==> src/rtl/ph_arb_if.sv <==
// ph_arb_if: groups the ph_arb output stream and the fx configuration bus.
//   Output stream : arb_data, arb_ch, arb_vld (to consumer), arb_rdy (from consumer)
//   fx write      : fx_waddr, fx_wr, fx_data
//   fx read       : fx_raddr, fx_rd, fx_q (registered read data from the slave)
// Modports:
//   slave  - the arbiter side (drives the stream and fx_q)
//   master - the consumer / bus-master side
interface ph_arb_if #(
   parameter int unsigned DW = 16
);
   logic [DW-1:0] arb_data;
   logic [2:0]    arb_ch;
   logic          arb_vld;
   logic          arb_rdy;
   logic [21:0]   fx_waddr;
   logic          fx_wr;
   logic [7:0]    fx_data;
   logic          fx_rd;
   logic [21:0]   fx_raddr;
   logic [7:0]    fx_q;

   modport slave (
      output arb_data, arb_ch, arb_vld, fx_q,
      input  arb_rdy, fx_waddr, fx_wr, fx_data, fx_rd, fx_raddr
   );

   modport master (
      input  arb_data, arb_ch, arb_vld, fx_q,
      output arb_rdy, fx_waddr, fx_wr, fx_data, fx_rd, fx_raddr
   );
endinterface

==> src/rtl/ph_arb.sv <==
// ph_arb: round-robin arbiter merging eight per-channel parameter streams into one
// channel-tagged output stream. Each channel owns a one-entry holding register with a
// pending flag; a second word arriving before the first is granted overwrites it and
// sets a sticky overflow bit.
// Ports:
//   i_clk_sys  - system clock, rising edge
//   i_rst_n    - asynchronous active-low reset
//   i_dev_id   - fx bus device id, matched against address bits [21:16]
//   i_ph_ring  - channel i data on bits [DW*i +: DW]
//   i_ph_vld   - per-channel one-cycle valid pulse
//   bus        - ph_arb_if slave: output stream + fx register bus
// fx register map (offset = address[15:0]):
//   0x0000 mask (RW), 0x0001 ovf (R, W1C), 0x0002 pend (RO),
//   0x0003 cnt[7:0] (RO), 0x0004 cnt[15:8] (RO); other offsets read 0.
module ph_arb #(
   parameter int unsigned DW  = 16,
   parameter int unsigned NCH = 8
) (
   input  logic              i_clk_sys,
   input  logic              i_rst_n,
   input  logic [5:0]        i_dev_id,
   input  logic [DW*NCH-1:0] i_ph_ring,
   input  logic [NCH-1:0]    i_ph_vld,
   ph_arb_if.slave           bus
);

   typedef enum logic [0:0] {StIdle, StSend} state_e;

   state_e         r_state;
   logic [DW-1:0]  r_hold [NCH];
   logic [NCH-1:0] r_pend;
   logic [NCH-1:0] r_ovf;
   logic [NCH-1:0] r_mask;
   logic [2:0]     r_ptr;
   logic [15:0]    r_cnt;
   logic [DW-1:0]  r_arb_data;
   logic [2:0]     r_arb_ch;
   logic           r_arb_vld;
   logic [7:0]     r_fx_q;

   logic [NCH-1:0] w_cap;
   logic [NCH-1:0] w_grant;
   logic [NCH-1:0] w_mask_clr;
   logic [NCH-1:0] w_ovf_set;
   logic [NCH-1:0] w_pend_d;
   logic [NCH-1:0] w_ovf_d;
   logic [2:0]     w_sel;
   logic [2:0]     w_idx;
   logic           w_found;
   logic           w_do_grant;
   logic           w_wsel;
   logic           w_wr_mask;
   logic           w_wr_ovf;
   logic           w_rsel;
   logic [7:0]     w_rd_data;

   // Round-robin search: first pending channel at or above r_ptr, wrapping 7->0.
   always_comb begin
      w_sel   = 3'd0;
      w_idx   = 3'd0;
      w_found = 1'b0;
      for (int k = 0; k < NCH; k++) begin
         w_idx = r_ptr + 3'(k);
         if (!w_found && r_pend[w_idx]) begin
            w_sel   = w_idx;
            w_found = 1'b1;
         end
      end
   end

   always_comb begin
      w_cap      = i_ph_vld & r_mask;
      w_do_grant = (r_state == StIdle) && (r_pend != '0);
      w_grant    = w_do_grant ? (NCH'(1) << w_sel) : '0;

      w_wsel    = bus.fx_wr && (bus.fx_waddr[21:16] == i_dev_id);
      w_wr_mask = w_wsel && (bus.fx_waddr[15:0] == 16'h0000);
      w_wr_ovf  = w_wsel && (bus.fx_waddr[15:0] == 16'h0001);

      w_mask_clr = w_wr_mask ? ~bus.fx_data : '0;
      // A capture on the channel being granted refills pend without counting as overflow.
      w_ovf_set  = w_cap & r_pend & ~w_grant;
      w_pend_d   = ((r_pend & ~w_grant) | w_cap) & ~w_mask_clr;
      // Set beats write-1-to-clear on the same edge.
      w_ovf_d    = (r_ovf & ~(w_wr_ovf ? bus.fx_data : '0)) | w_ovf_set;

      w_rsel = bus.fx_raddr[21:16] == i_dev_id;
      unique case (bus.fx_raddr[15:0])
         16'h0000: w_rd_data = r_mask;
         16'h0001: w_rd_data = r_ovf;
         16'h0002: w_rd_data = r_pend;
         16'h0003: w_rd_data = r_cnt[7:0];
         16'h0004: w_rd_data = r_cnt[15:8];
         default:  w_rd_data = 8'h00;
      endcase
   end

   always_ff @(posedge i_clk_sys or negedge i_rst_n) begin
      if (!i_rst_n) begin
         r_state    <= StIdle;
         r_pend     <= '0;
         r_ovf      <= '0;
         r_mask     <= '1;
         r_ptr      <= 3'd0;
         r_cnt      <= 16'd0;
         r_arb_data <= '0;
         r_arb_ch   <= 3'd0;
         r_arb_vld  <= 1'b0;
         r_fx_q     <= 8'h00;
         for (int i = 0; i < NCH; i++) begin
            r_hold[i] <= '0;
         end
      end else begin
         for (int i = 0; i < NCH; i++) begin
            if (w_cap[i]) begin
               r_hold[i] <= i_ph_ring[DW*i +: DW];
            end
         end
         r_pend <= w_pend_d;
         r_ovf  <= w_ovf_d;
         if (w_wr_mask) begin
            r_mask <= bus.fx_data;
         end
         if (bus.fx_rd) begin
            r_fx_q <= w_rsel ? w_rd_data : 8'h00;
         end

         unique case (r_state)
            StIdle: begin
               if (w_do_grant) begin
                  r_arb_data <= r_hold[w_sel];
                  r_arb_ch   <= w_sel;
                  r_arb_vld  <= 1'b1;
                  r_state    <= StSend;
               end
            end
            StSend: begin
               if (r_arb_vld && bus.arb_rdy) begin
                  r_arb_vld <= 1'b0;
                  r_ptr     <= r_arb_ch + 3'd1;
                  r_cnt     <= r_cnt + 16'd1;
                  r_state   <= StIdle;
               end
            end
            default: r_state <= StIdle;
         endcase
      end
   end

   assign bus.arb_data = r_arb_data;
   assign bus.arb_ch   = r_arb_ch;
   assign bus.arb_vld  = r_arb_vld;
   assign bus.fx_q     = r_fx_q;

endmodule
==> src/flat_wrapper.sv <==
// flat-port wrapper written by rule: the top's interface ports become plain ports
module ph_arb_flat 
#(
   parameter int unsigned DW  = 16,
   parameter int unsigned NCH = 8
)
  (i_clk_sys, i_rst_n, i_dev_id, i_ph_ring, i_ph_vld, bus_arb_data, bus_arb_ch, bus_arb_vld, bus_fx_q, bus_arb_rdy, bus_fx_waddr, bus_fx_wr, bus_fx_data, bus_fx_rd, bus_fx_raddr);
  ph_arb_if #(.DW(DW)) bus_i ();
  input  logic i_clk_sys;
  input  logic i_rst_n;
  input  logic [5:0] i_dev_id;
  input  logic [DW*NCH-1:0] i_ph_ring;
  input  logic [NCH-1:0] i_ph_vld;
  output wire logic [$bits(bus_i.arb_data)-1:0] bus_arb_data;
  output wire logic [$bits(bus_i.arb_ch)-1:0] bus_arb_ch;
  output wire logic [$bits(bus_i.arb_vld)-1:0] bus_arb_vld;
  output wire logic [$bits(bus_i.fx_q)-1:0] bus_fx_q;
  input wire logic [$bits(bus_i.arb_rdy)-1:0] bus_arb_rdy;
  input wire logic [$bits(bus_i.fx_waddr)-1:0] bus_fx_waddr;
  input wire logic [$bits(bus_i.fx_wr)-1:0] bus_fx_wr;
  input wire logic [$bits(bus_i.fx_data)-1:0] bus_fx_data;
  input wire logic [$bits(bus_i.fx_rd)-1:0] bus_fx_rd;
  input wire logic [$bits(bus_i.fx_raddr)-1:0] bus_fx_raddr;
  assign bus_arb_data = bus_i.arb_data;
  assign bus_arb_ch = bus_i.arb_ch;
  assign bus_arb_vld = bus_i.arb_vld;
  assign bus_fx_q = bus_i.fx_q;
  assign bus_i.arb_rdy = bus_arb_rdy;
  assign bus_i.fx_waddr = bus_fx_waddr;
  assign bus_i.fx_wr = bus_fx_wr;
  assign bus_i.fx_data = bus_fx_data;
  assign bus_i.fx_rd = bus_fx_rd;
  assign bus_i.fx_raddr = bus_fx_raddr;
  ph_arb #(.DW(DW), .NCH(NCH)) u_core (.i_clk_sys(i_clk_sys), .i_rst_n(i_rst_n), .i_dev_id(i_dev_id), .i_ph_ring(i_ph_ring), .i_ph_vld(i_ph_vld), .bus(bus_i));
endmodule
==> config.mk <==
export PLATFORM = sky130hd
export DESIGN_NAME = ph_arb_flat
export DESIGN_NICKNAME = d
export VERILOG_FILES = /design/src/rtl/ph_arb_if.sv /design/src/rtl/ph_arb.sv /design/src/flat_wrapper.sv
export SDC_FILE = /design/constraint.sdc
export NUM_CORES = 1
export LEC_CHECK = 0
export ABC_CLOCK_PERIOD_IN_PS = 4900
export CAP_MARGIN = 20
export CORE_MARGIN = 5
export CORE_UTILIZATION = 45
export DETAILED_ROUTE_END_ITERATION = 10
export PLACE_DENSITY = 0.68
export SYNTH_ARGS = -nofsm -noshare
export SYNTH_HDL_FRONTEND = slang
export SYNTH_SLANG_ARGS = --single-unit
==> constraint.sdc <==
create_clock -name i_clk_sys -period 4.9 [get_ports i_clk_sys]
set_input_delay 0.49 -clock i_clk_sys [delete_from_list [all_inputs] [get_ports i_clk_sys]]
set_output_delay 0.49 -clock i_clk_sys [all_outputs]
set_load 0.05 [all_outputs]
[After elaboration in Yosys (flattened, before gate mapping)]
Cells that the tools add are included.
W data, S select, Z words.
Word-level totals
  output and inout bits: 28
  input port bits: 199
  flip-flop bits (word level): 200
  word-level logic and storage cells: 130
Operators by class
  eq/ne operators: 9
  muxes and demuxes: 45
  shifts and indexed selects: 1
  reduce and logical (&&, ||, !) cells: 25
  bitwise operators: 14
  $add $sub $neg: 9
  order comparisons: 9
Operators by type and width (number)
  $and A8 B8 Y8: 6
  $bmux W16 S3: 1
  $pmux W8 S5: 1
  $eq A16 B1 Y1 const B: 2
  $eq A16 B2 Y1 const B: 2
  $logic_not A16 Y1: 2
  $lt A3 B4 Y1 const B: 8
  $mux W16: 2
  $mux W8: 4
  $not A8 Y8: 4
  $bmux W1 S3: 8
  $mux W3: 8
  $mux W1: 19
  $add A16 B1 Y16 const B: 1
  $eq A16 B3 Y1 const B: 1
  $or A8 B8 Y8: 2
  $add A3 B3 Y3 const B: 4
  $eq A6 B6 Y1: 2
  $logic_and A1 B1 Y1: 12
  $reduce_bool A8 Y1: 1
  $shl A1 B3 Y8 const A: 1
  $logic_not A1 Y1: 7
  $add A3 B1 Y3 const B: 2
  $add A3 B2 Y3 const B: 2
  other kinds (7): 10

[Depth between registers and ports, before layout]
  depth after elaboration: 30
  gate-level depth with buffers: 17
  gate-level depth less buffers: 11

[Least setup slack after synthesis]
OpenSTA, ideal clock, no wires.
  path kind: register to register
  start point: register u_core.r_ptr[0]
  end point: register u_core.r_arb_data[10], in the netlist u_core.bus.arb_data[10]
  setup slack: 1.041 ns
  period minus slack after synthesis: 3.859 ns
  setup time: 0.080 ns
  cell stages (with the launch flop): 17
  data arrival time: 3.779 ns
  required time: 4.820 ns
  buffers on the path: 5
  path through: dfrtp_1 -> buf_2 -> buf_2 -> inv_1 -> ha_1 -> buf_2 -> mux2_2 -> mux2i_1 -> a221o_1 -> nand4_4 -> o32a_1 -> o21ai_4 -> and2_4 -> buf_12 -> buf_8 -> mux2_4 -> o211ai_2
Between the ends
  cells in the longest elaborated chain, start to end: 28
  elaborated cells between the ends (all ways): 56
  classes of those cells: add/sub (7); mux (34); bitwise (1); reduce/logical (14)
Ends and longest elaborated chain
  start: declaration: RTL line ph_arb.sv:34  | logic [2:0] r_ptr;
  start signal: assignment: RTL line ph_arb.sv:140  | r_ptr <= r_arb_ch + 3'd1;
  parallel branches: the longest is 23 deep, another holds $add A3 B1 Y3
  $mux W3 *: RTL line ph_arb.sv:64  | if (!w_found && r_pend[w_idx]) begin
  $not A3 Y4 (implied by the code) *: RTL line ph_arb.sv:131  | r_arb_data <= r_hold[w_sel];
  $bmux W16 S3 *: RTL line ph_arb.sv:131
  $mux W16 (implied by the code) * (2 in a row): RTL line ph_arb.sv:131
  end signal: assignment: RTL line ph_arb.sv:131
  end: declaration: RTL line ph_arb.sv:36  | logic [DW-1:0] r_arb_data;
Mark *: on every way between the ends. The select of a mux whose other input is x is not followed.
A chain may end at the register's enable or synchronous reset.

[Worst setup path in the final report]
  start point: register u_core.r_ptr[0]
  end point: register u_core.r_arb_data[2], in the netlist u_core.bus.arb_data[2]
The elaborated chain is that of the path after synthesis.

==> results.cfg <==
[clocking]
htree_levels = 4
clockBufferDepth = 2
cts_tree = done
numCtsBuffers = 17
insertion_delay_ns = 0.44
cts_root_buf = clkbuf_16
post_cts_buffers = 0
path_clk_slew_ns = 0.08
clock_sinks = 200

[power_and_ir_drop]
vdd_drop_max_uv = 200
leakagePower_nw = 6.17
p_switching_mw = 1.27
power.total_mw = 4.07
power_frac_clock_pct = 35.8
sw_frac_of_total_pct = 31.1
p_per_area_mw_per_mm2 = 296
pwr-share-comb_pct = 23.5
p_int_mw = 2.80
seq_power_share_pct = 40.8

[sta]
post-route-min-period_ns = 4.19
worstMarginPinSlew_ns = 0.978
final.setup.tns_ns = 0
setup_viol = 0
min_period_over_period_pct = 85.4
slew_headroom_pct = 34.6
rsz0062_at_grt = no
hold_ws_ns = 0.461
fin_skew_ns = 0.0117
slew_violations = 0
hold_violations = 0
fmax_ghz = 0.239

[synth]
netlist.top_cell.by_area = dfrtp_1
synth-main-ff-cell = dfrtp_1
seq_area_frac_synth_pct = 47.0
synth-edff-count = 0
synth_top_area_share_pct = 45.1
yosysUniqueCellTypes = 73
synth_area_leaders = dfrtp_1, mux2_2, mux2i_1
avgSynthCellArea_um2 = 12.1
syn_area_mm2 = 0.0107
ys_warn_count = 0
ys_ff_latch = 200
synthCells = 881
async_flop_share_pct = 100
synth_nets = 1084

[detailed_routing]
drt-pass1-iter-count = 5
vias_per_cell = 5.61
num_vias = 7961
wirelength_um = 29600
wl_per_cell_um = 20.9
drt-initial-drc-count = 507
antenna_left = 0
drcViolationCount = 0

[global_route]
grt_pass1_vias = 8182
antenna_found_initial = 2
grt_pass1_wl_um = 45500
grt_use_met3_pct = 5.67
gr-total-overflow = 0
busiest_layer = met2
use_met1_pct = 28.7
use_met2_pct = 36.9
grtUsageTotal_pct = 22.0
grt_max_degree = 127

[critical_path]
arrival_ns = 4.49
reg2reg_slack_ns = 0.71
slowest_stage = nor2_8
critPathKind = flop to flop
reg2reg_depth = 12
critPathMaxStageDelay_ns = 0.62
crit_family = multiplexers
critical_path.max_fanout = 30
timing.rr.start = u_core.r_ptr[0]
cp.required_ns = 5.20
r2r_end = u_core.bus.arb_data[2]
start_kind = flop
worst_setup_path_end_kind = flop
path_common_cell = mux2i_1
path_cells = inv_1 -> ha_1 -> mux2i_1 -> mux2_1 -> a22o_1 -> a21oi_1 -> o21ai_4 -> nor2_8 -> buf_12 -> mux2i_1 -> mux2_2 -> o211ai_1
path_buf_inv = 2

[placed_design]
place_area_mm2 = 0.0131
gp_congestion = 0.914
portBuffers = 226
dp_hpwl_um = 22000

[die]
ios = 227
rows = 56
fp.dieH_um = 164
start_util_pct = 45.5
fp.dieW_um = 164
die_area_mm2 = 0.0269
core_mm2 = 0.0234

[finish]
fin_util_pct = 58.8
final_layout_size_suffix_gt1_share_pct = 24.9
fin_area_mm2 = 0.0138
multi_input_area_mm2 = 0.00527
seq_area_mm2 = 0.00501
nFillCells = 2015
synthToLayoutAreaGrowth_pct = 29.2
layout_common_cells = clkdlybuf4s50_1, dfrtp_1, mux2_2
nets = 1291
final_common_cell = clkdlybuf4s50_1
antennaDiodeCount = 0

[flow_run]
max-cap-violations = 0

[run_status]
outcome = finished, final reports clean

[worst_hold_path]
hp-class = input pin to asynchronous set/reset pin
==> cells in the mapped netlist, types with 14 or more instances <==
| cell | count |
|---|---|
| dfrtp_1 | 192 |
| mux2_2 | 149 |
| nand2_1 | 85 |
| mux2i_1 | 44 |
| o21ai_0 | 36 |
| nand3_1 | 31 |
| clkbuf_1 | 28 |
| nand4_1 | 25 |
| mux2_4 | 21 |
| o211ai_2 | 20 |
| xnor2_1 | 19 |
| nor2_1 | 16 |
| inv_1 | 14 |
==> cell families after synthesis <==
family,synth area share [%]
xor+xnor,2.91
flops,47.0
simple gates,10.2
buf+inv,3.47
mux,25.0
compound gates,10.8
fa+ha+maj,0.470
==> worst register-to-register path: cells and delay by family (launching register included) <==
family,cells,cell delay (ns)
buffers and inverters,2,0.39
and+or+nand+nor,1,0.62
AOI/OAI and AO/OA,4,1.03
adders and majority gates,1,0.57
DFF,1,0.34
muxes,4,1.11
==> registers in the layout, indices dropped and copies added, names as in the netlist <==
name                 count
u_core.r_hold          128
u_core.bus.arb_data     16
u_core.r_cnt            16
u_core.bus.fx_q          8
u_core.r_mask            8
u_core.r_ovf             8
u_core.r_pend            8
u_core.bus.arb_ch        3
u_core.r_ptr             3
u_core.bus.arb_vld       1
u_core.r_state           1
==> worst max path at each step <==
stage	depth (start not counted)	endpoint	startpoint
floorplan	16	u_core.bus.arb_data[10]	u_core.r_ptr[0]
global placement	12	u_core.bus.arb_data[5]	u_core.r_ptr[0]
detailed placement	11	u_core.bus.arb_data[4]	u_core.r_ptr[0]
CTS	11	u_core.bus.arb_data[2]	u_core.r_ptr[0]
global route	11	u_core.bus.arb_data[2]	u_core.r_ptr[1]
finish	12	u_core.bus.arb_data[2]	u_core.r_ptr[0]
==> power groups by stage <==
| stage | registers, mW | logic (mW) | clock network (mW) |
|---|---|---|---|
| CTS | 1.66 | 0.960 | 1.48 |
| floorplan | 1.69 | 0.681 | 0 |
| global placement | 1.69 | 0.956 | 0 |
| finish | 1.66 | 0.956 | 1.46 |
| detailed placement | 1.69 | 0.957 | 0 |
| global route | 1.66 | 1.02 | 1.55 |
==> per-stage QoR <==
| step | worst slack, ns | instances |
|---|---|---|
| 2_1_floorplan | 1.04 | 881 |
| 3_3_place_gp | 0.819 | 1385 |
| 3_5_place_dp | 0.756 | 1385 |
| 4_1_cts | 0.750 | 1417 |
| 5_1_grt | 0.515 | 1420 |
| 6_report | 0.714 | 1420 |
==> area by class of cell <==
cell class                      count  share of cell area [%]
Clock inverter                     14                    1.31
Tap cell                          319                    2.90
Clock buffer                       18                    3.19
Inverter                           15                   0.409
Multi-Input combinational cell    615                    38.3
Timing Repair Buffer              239                    17.5
Sequential cell                   200                    36.4
==> routing by layer <==
layer,up-vias,part of all wire (%)
met5,-,0.11
met2,297,48
met3,39,7.7
met1,3954,42
met4,4,1.9
li1,3667,-
==> repair_timing <==
item                       4_1_cts  5_1_grt
gates resized for setup          0        0
setup endpoints to repair        0        0
hold endpoints to repair         0       13
hold buffers                     0        1
No activity file was read; power rests on OpenSTA's default activity.
